**config.mk**
```make
export PLATFORM = sky130hd
export DESIGN_NAME = imm_encoder
export DESIGN_NICKNAME = d
export VERILOG_FILES = /design/src/rtl/imm_encoder.sv
export SDC_FILE = /design/constraint.sdc
export NUM_CORES = 1
export LEC_CHECK = 0
export CAP_MARGIN = 20
export CORE_MARGIN = 4
export CORE_UTILIZATION = 47
export CTS_CLUSTER_SIZE = 16
export DETAILED_ROUTE_END_ITERATION = 16
export PLACE_DENSITY = 0.91
export SLEW_MARGIN = 20
export SYNTH_ARGS = -nofsm -noshare
export SYNTH_HDL_FRONTEND = slang
export SYNTH_SLANG_ARGS = --single-unit
```
**constraint.sdc**
```tcl
create_clock -name i_clk -period 3 [get_ports i_clk]
set_clock_uncertainty 0.05 [all_clocks]
set_input_delay 0.45 -clock i_clk [delete_from_list [all_inputs] [get_ports i_clk]]
set_output_delay 0.45 -clock i_clk [all_outputs]
set_load 0.01 [all_outputs]
```
**src/rtl/imm_encoder.sv**
```systemverilog
// imm_encoder: packs decoded fields and a 64-bit immediate into an RV64 instruction word behind a skid-buffered output stage
module imm_encoder #(
  parameter int ERR_CNT_W = 16
) (
  input  logic                 i_clk,
  input  logic                 i_reset,
  input  logic                 i_valid,
  output logic                 o_ready,
  input  logic [6:0]           i_opcode,
  input  logic [2:0]           i_funct3,
  input  logic [6:0]           i_funct7,
  input  logic [4:0]           i_rd,
  input  logic [4:0]           i_rs1,
  input  logic [4:0]           i_rs2,
  input  logic [63:0]          i_imm,
  output logic                 o_valid,
  input  logic                 i_ready,
  output logic [31:0]          o_instr,
  output logic                 o_range_err,
  output logic [ERR_CNT_W-1:0] o_err_count
);
  localparam logic [6:0] OP_IMM_ARITH = 7'b0010011;
  localparam logic [6:0] OP_JALR      = 7'b1100111;
  localparam logic [6:0] OP_LD        = 7'b0000011;
  localparam logic [6:0] OP_S         = 7'b0100011;
  localparam logic [6:0] OP_SB        = 7'b1100011;
  localparam logic [6:0] OP_U         = 7'b0110111;
  localparam logic [6:0] OP_UJ        = 7'b1101111;
  localparam logic [6:0] OP_R         = 7'b0110011;
  localparam logic [2:0] F3_SLLI      = 3'b001;
  localparam logic [2:0] F3_SRAI      = 3'b101;
  localparam logic [2:0] F3_LBU       = 3'b100;
  logic [31:0]          w_instr;
  logic                 w_err;
  logic                 w_s12;
  logic                 w_s20;
  logic                 w_shift;
  logic                 w_accept;
  logic                 w_emit;
  logic                 r_valid;
  logic [31:0]          r_instr;
  logic                 r_err;
  logic                 r_skid_valid;
  logic [31:0]          r_skid_instr;
  logic                 r_skid_err;
  logic [ERR_CNT_W-1:0] r_err_count;
  assign w_s12    = i_imm[63:11] == {53{i_imm[11]}};
  assign w_s20    = i_imm[63:19] == {45{i_imm[19]}};
  assign w_shift  = i_funct3 == F3_SLLI || i_funct3 == F3_SRAI;
  assign w_accept = i_valid && o_ready;
  assign w_emit   = r_valid && i_ready;
  // Pack the bundle on the inputs and flag immediates that the field cannot hold
  always_comb begin
    w_instr = 32'h0;
    w_err   = 1'b0;
    case (i_opcode)
      OP_IMM_ARITH: begin
        w_instr = w_shift ? {i_funct7, i_imm[4:0], i_rs1, i_funct3, i_rd, i_opcode}
                          : {i_imm[11:0], i_rs1, i_funct3, i_rd, i_opcode};
        w_err   = w_shift ? |i_imm[63:5] : !w_s12;
      end
      OP_JALR: begin
        w_instr = {i_imm[11:0], i_rs1, i_funct3, i_rd, i_opcode};
        w_err   = !w_s12;
      end
      OP_LD: begin
        w_instr = {i_imm[11:0], i_rs1, i_funct3, i_rd, i_opcode};
        w_err   = i_funct3 == F3_LBU ? |i_imm[63:12] : !w_s12;
      end
      OP_S: begin
        w_instr = {i_imm[11:5], i_rs2, i_rs1, i_funct3, i_imm[4:0], i_opcode};
        w_err   = !w_s12;
      end
      OP_SB: begin
        w_instr = {i_imm[11], i_imm[9:4], i_rs2, i_rs1, i_funct3, i_imm[3:0], i_imm[10], i_opcode};
        w_err   = !w_s12;
      end
      OP_U: begin
        w_instr = {i_imm[31:12], i_rd, i_opcode};
        w_err   = |i_imm[11:0] || i_imm[63:32] != {32{i_imm[31]}};
      end
      OP_UJ: begin
        w_instr = {i_imm[19], i_imm[9:0], i_imm[10], i_imm[18:11], i_rd, i_opcode};
        w_err   = !w_s20;
      end
      OP_R: w_instr = {i_funct7, i_rs2, i_rs1, i_funct3, i_rd, i_opcode};
      default: w_err = 1'b1;
    endcase
  end
  // Main register refills from skid first, else from the input; a bundle arriving while main is stalled parks in skid
  always_ff @(posedge i_clk or posedge i_reset) begin
    if (i_reset) begin
      r_valid      <= 1'b0;
      r_instr      <= 32'h0;
      r_err        <= 1'b0;
      r_skid_valid <= 1'b0;
      r_skid_instr <= 32'h0;
      r_skid_err   <= 1'b0;
    end else if (!r_valid || w_emit) begin
      r_valid <= r_skid_valid || w_accept;
      if (r_skid_valid) begin
        r_instr      <= r_skid_instr;
        r_err        <= r_skid_err;
        r_skid_valid <= 1'b0;
      end else if (w_accept) begin
        r_instr <= w_instr;
        r_err   <= w_err;
      end
    end else if (w_accept) begin
      r_skid_valid <= 1'b1;
      r_skid_instr <= w_instr;
      r_skid_err   <= w_err;
    end
  end
  // Saturating count of accepted bundles whose immediate did not fit
  always_ff @(posedge i_clk or posedge i_reset) begin
    if (i_reset) r_err_count <= '0;
    else if (w_accept && w_err && !(&r_err_count)) r_err_count <= r_err_count + ERR_CNT_W'(1);
  end
  assign o_ready     = !r_skid_valid;
  assign o_valid     = r_valid;
  assign o_instr     = r_instr;
  assign o_range_err = r_err;
  assign o_err_count = r_err_count;
endmodule

```
After elaboration in Yosys (flattened, before gate mapping) --
Cells that the tools add are included.
Word-level totals: bits in registers 84, logic and storage cells 57, input port bits 100
Cells by class: reduce and logical (&&, ||, !) cells 23, mux-type cells 11, equal/unequal tests 14, add/subtract/negate cells 1, bitwise operators 1
Operators by type and width (count):
- case mux 32 bit (7 select lines) | 1
- 2-to-1 mux 32 bit | 3
- OR reduction 59 bit | 1
- equality test 52 bit | 1
- OR reduction 52 bit | 1
- equality test 44 bit | 1
- inequality test 32 bit | 1
- equality test 7 x 6 -> 1 bit, second input constant | 3
- equality test 7 bit, second input constant | 3
- adder 16 x 1 -> 16 bit, second input constant | 1
- AND reduction 16 bit | 1
- OR reduction 12 bit | 1
- equality test 7 x 2 -> 1 bit, second input constant | 1
- equality test 7 x 5 -> 1 bit, second input constant | 1
- equality test 3 bit, second input constant | 2
- 2-to-1 mux 1 bit | 6
- case mux 1 bit (6 select lines) | 1
- logical NOT 1 bit | 5
- logical AND 1 bit | 4
- logical OR 1 bit | 4
- AND reduction 2 bit | 2
- nonzero test 2 bit | 2
- equality test 3 x 1 -> 1 bit, second input constant | 1
- OR reduction 3 bit | 1
- other kinds (2) | 2

Longest topological paths before layout --
word-level depth 6, gate-level depth with buffers 10

Worst setup path before layout --
Ideal clock, no wire load.
path kind input to register, start point in i_imm[60], end point reg r_err_count[1] (netlist: o_err_count[1]), library setup time 0.125 ns, slack 0.236 ns, arrival time 2.589 ns, stages on the path 8, cell sequence or4_4 nand3b_4 a211oi_2 o211ai_1 or2_4 a2111oi_4 nor3_2 mux2_4
Between the ends: word-level cells in the longest chain between the ends 6, elaborated cells on any way between the ends 13, classes of those cells 3 x eq/ne; 3 x mux; 7 x reduce/logical
Ends and longest elaborated chain:
- from (decl) | line 15 | input logic [63:0] i_imm,
- equality test 52 bit | line 47 | assign w_s12 = i_imm[63:11] == {53{i_imm[11]}};
- logical NOT 1 bit
- 2-to-1 mux 1 bit (on tied branches) | line 68, 60
- case mux 1 bit (6 select lines) (*) | line 56 | case (i_opcode)
- logical AND 1 bit (*) (2 in a row) | line 118 | else if (w_accept && w_err && !(&r_err_count)) r_err_count <= r_err_count + ERR_CNT_W'(1);
- to (signal assigned) | line 118
- to (decl) | line 46 | logic [ERR_CNT_W-1:0] r_err_count;
Every way passes the cells marked *; elsewhere a longest branch is shown, timed or not. A chain may end at the register's enable or synchronous reset.

Worst setup path after layout --
start point in i_imm[28], end point reg r_err_count[14] (netlist: o_err_count[14])
Same word-level chain as after synthesis.

==> Flow_metrics.wiki <==
{| class="wikitable"
! Metric !! Value
|-
| Avg Cell Area, Syn || 8.72 sq um
|-
| Final Critical Period || 2.98 ns
|-
| Global placer's final weighted congestion || 0.926
|-
| Remaining antenna violation count || 0
|-
| Portion of the post-synthesis area used by sequential elements || 0.442
|-
| Worst Setup End Kind || register
|-
| Die area || 0.0118 sq mm
|-
| HPWL after DPL || 12.2 mm
|-
| Path class of the lowest-slack min-delay path || register to register
|-
| Drt first pass iters || 5
|-
| Final worst-path cycle share || 0.994
|-
| Ratio of cells with drive above 1 in the final layout || 0.192
|-
| Xor/xnor cell area share of the yosys netlist || 0.0240
|-
| Cell at the root of the clock tree || sky130_fd_sc_hd__clkbuf_8
|-
| Number of clock sinks seen by CTS || 84
|-
| Hold violation total from the final report || 0
|-
| Hold buffer count at CTS || 0
|-
| Setup TNS || 0 ns
|-
| Worst-skew pair later-pin latency || 0.35 ns
|-
| Core Box Area || 0.00982 sq mm
|-
| Nets@finish || 879
|-
| Placed cell areas || 0.00702 sq mm
|-
| Non-Filler Cell Area, Final || 0.00736 sq mm
|-
| Worst R2R Path Depth || 8
|-
| Cell depth of the worst min-delay path || 2
|-
| Maximum operating frequency || 335 MHz
|-
| Cell count after synthesis || 545
|-
| Die Y-Extent || 109 microns
|-
| Top-level I/O count || 151
|-
| Synth Area in Simple Gates || 0.244
|-
| Req. time, crit path || 3.18 ns
|-
| Leakage power of the design || 3.27 nW
|-
| Maximum root-to-sink buffer count || 2
|-
| Synth Area in Compound Gates || 0.208
|-
| Number of rows created at floorplan || 36
|-
| Number of buffers inserted by port buffering || 150
|-
| Total number of vias || 5,305
|-
| Final worst hold slack || 0.433 ns
|-
| Die Width || 109 microns
|-
| Adder-cell share of the synthesized area || 0.0105
|-
| Power after layout || 2.79 mW
|-
| Layout-stage area growth over the synthesis result || 55.0%
|-
| Async set or reset register ratio after synthesis || 1.00
|-
| Antenna violations before repair || 0
|-
| H-tree levels || 3
|-
| TritonCTS clock tree || done
|-
| Setup repair after global routing missed its margin || true
|-
| Number of flops mapped to enable cells by yosys || 0
|-
| Slew margin rel. || 0.413
|-
| Highest fanout seen on the critical path || 5
|-
| Largest net degree at the start of global routing || 85
|-
| Effective utilization at floorplan || 0.484
|-
| Final setup violation count || 0
|-
| Multiplexer fraction of the synthesized cell area || 0.0345
|-
| Power per standard cell area || 379 mW/mm^2
|-
| Status || finished, final reports clean
|-
| Vias/cell || 5.81
|-
| Tightest Pin Transition || 0.873 ns
|-
| Synthesized flop and latch total || 84
|-
| Critical path type || primary input to register
|-
| Drt initial violations || 403
|-
| First-pass GRT wire length || 24.5 mm
|-
| Tot GR Track Use || 0.263
|-
| Drc violations || 0
|-
| Wire length per cell after detailed routing || 17.5 microns
|-
| Syn_nets || 649
|-
| Number of inserted diodes || 0
|-
| Number of max-slew violations in the final report || 0
|-
| Post-synthesis cell area || 0.00475 sq mm
|-
| Non-filler cells, final || 913
|-
| Total wire length || 16.0 mm
|-
| Peak supply drop || 264 uV
|-
| Critical Path Source Type || primary input
|-
| Main flop type after synthesis || sky130_fd_sc_hd__dfrtp_1
|-
| Dominant combinational cell family by area after synthesis || simple AND/OR/NAND/NOR gates
|-
| Placed Cells || 889
|-
| Clock slew at reported path FFs || 0.08 ns
|-
| Number of maximum-capacitance constraint violations || 0
|-
| Global-route congestion overflow total || 0
|-
| Number of global-route vias before repair || 5,177
|-
| Clock buffers created by TritonCTS || 9
|-
| Data arrival at the endpoint of the critical path || 3.17 ns
|-
| Warnings from Yosys || 0
|-
| Number of unique standard cell types used by synthesis || 58
|}
==> worst max-delay path, stage by stage <==
cell and delay, ns:
sky130_fd_sc_hd__clkdlybuf4s50_1 0.44, sky130_fd_sc_hd__nor4_2 0.28, sky130_fd_sc_hd__nand3_1 0.20, sky130_fd_sc_hd__buf_6 0.17
sky130_fd_sc_hd__nor3_1 0.19, sky130_fd_sc_hd__o211ai_1 0.15, sky130_fd_sc_hd__or2_4 0.28, sky130_fd_sc_hd__a2111oi_4 0.33
sky130_fd_sc_hd__buf_4 0.19, sky130_fd_sc_hd__buf_6 0.13, sky130_fd_sc_hd__nor3_2 0.05, sky130_fd_sc_hd__mux2_1 0.31
==> layer usage <==
metal	wire length [microns]	vias up	track usage
met2	8040	261	0.476
met1	6210	2522	0.304
met5	0	-	0
met4	517	0	0.0893
li1	-	2470	-
met3	1240	52	0.0615
==> cell usage in the layout, fill, tap and decap left out, types with 11 or more instances in the layout <==
| cell | count |
|---|---|
| sky130_fd_sc_hd__a21oi_1 | 36 |
| sky130_fd_sc_hd__a222oi_1 | 16 |
| sky130_fd_sc_hd__buf_4 | 97 |
| sky130_fd_sc_hd__clkdlybuf4s50_1 | 139 |
| sky130_fd_sc_hd__dfrtp_1 | 83 |
| sky130_fd_sc_hd__dlymetal6s2s_1 | 11 |
| sky130_fd_sc_hd__nand2_1 | 81 |
| sky130_fd_sc_hd__nand3_1 | 15 |
| sky130_fd_sc_hd__nand4_1 | 16 |
| sky130_fd_sc_hd__nor2_1 | 51 |
| sky130_fd_sc_hd__nor3_1 | 18 |
| sky130_fd_sc_hd__nor4_1 | 13 |
| sky130_fd_sc_hd__o21ai_0 | 67 |
| sky130_fd_sc_hd__xor2_1 | 13 |
==> sequential cells by signal, indices dropped and copies added (netlist names) <==
| register | cells |
|---|---|
| o_instr | 32 |
| r_skid_instr | 32 |
| o_err_count | 16 |
| o_range_err | 1 |
| o_valid | 1 |
| r_skid_err | 1 |
| r_skid_valid | 1 |
==> synth_stat cells (all sizes together) (2+ instances only) <==
library cell  count  area (sq um)
dfrtp            84          2100
nand2            81           304
o21ai            68           340
nor2             52           195
a21oi            36           180
clkbuf           26          98.8
nor3             21           115
nor4             19           134
a222oi           16           160
nand4            16           100
nand3            15          75.1
xor2             13           114
inv              10          37.5
mux2              8          93.8
a21boi            7          52.6
mux2i             7          70.1
and3              6          37.5
buf               6          37.5
a22o              5          43.8
a21o              4          31.3
a221oi            4          35.0
ha                4          50.1
nand2b            4          25.0
and4              3          27.5
nor3b             3          22.5
nand3b            2          27.5
nor4b             2          17.5
o31a              2          20.0
or2               2          15.0
or3               2          12.5
or4               2          18.8
==> area by class of cell <==
cell class / count / area [sq um]
multi-input combinational: 419 / 2540
fill: 714 / 2460
clock inverter: 5 / 61.3
inverter: 10 / 38.8
tap: 133 / 166
clock buffer: 11 / 131
timing repair buffer: 251 / 2320
sequential: 84 / 2100
==> cells by family after synthesis <==
kind of cell             after synthesis
adder cells (fa/ha/maj)                4
buffers and inverters                 42
multiplexers                          15
AO/OA/AOI/OAI                        153
XOR/XNOR                              13
AND/OR/NAND/NOR                      234
flip-flops                            84
==> per-stage QoR <==
stage	setup slack, ns	util
floorplan	0.236	-
global placement	-0.286	0.715
finish	0.0187	0.750
detailed placement	-0.393	0.715
global route	-0.0402	0.750
CTS	0.00821	0.735
==> path summary, 6_finish.rpt <==
kind / start / end / slack, ns
setup reg to reg: o_err_count[6] / o_err_count[15] / 0.65
min in group asynchronous: i_reset / o_range_err / 0.46
hold / removal: o_range_err / o_range_err / 0.43
hold reg to reg: o_range_err / o_range_err / 0.43
max in group asynchronous: i_reset / r_skid_valid / 2.10
setup / recovery: i_imm[28] / o_err_count[14] / 0.02
==> report_power, final <==
group	switching [mW]	internal, mW	total [mW]
combinational	0.315	0.382	0.697
sequential	0.0841	1.22	1.30
clock	0.404	0.388	0.792
total	0.804	1.99	2.79
==> what timing repair did <==
action	4_1_cts	5_1_grt
setup endpoints to repair	4	18
gates resized for setup	1	21
buffers inserted	0	7
cloned	0	1
pin swaps	0	12
Power figures use the tool's default switching activity.
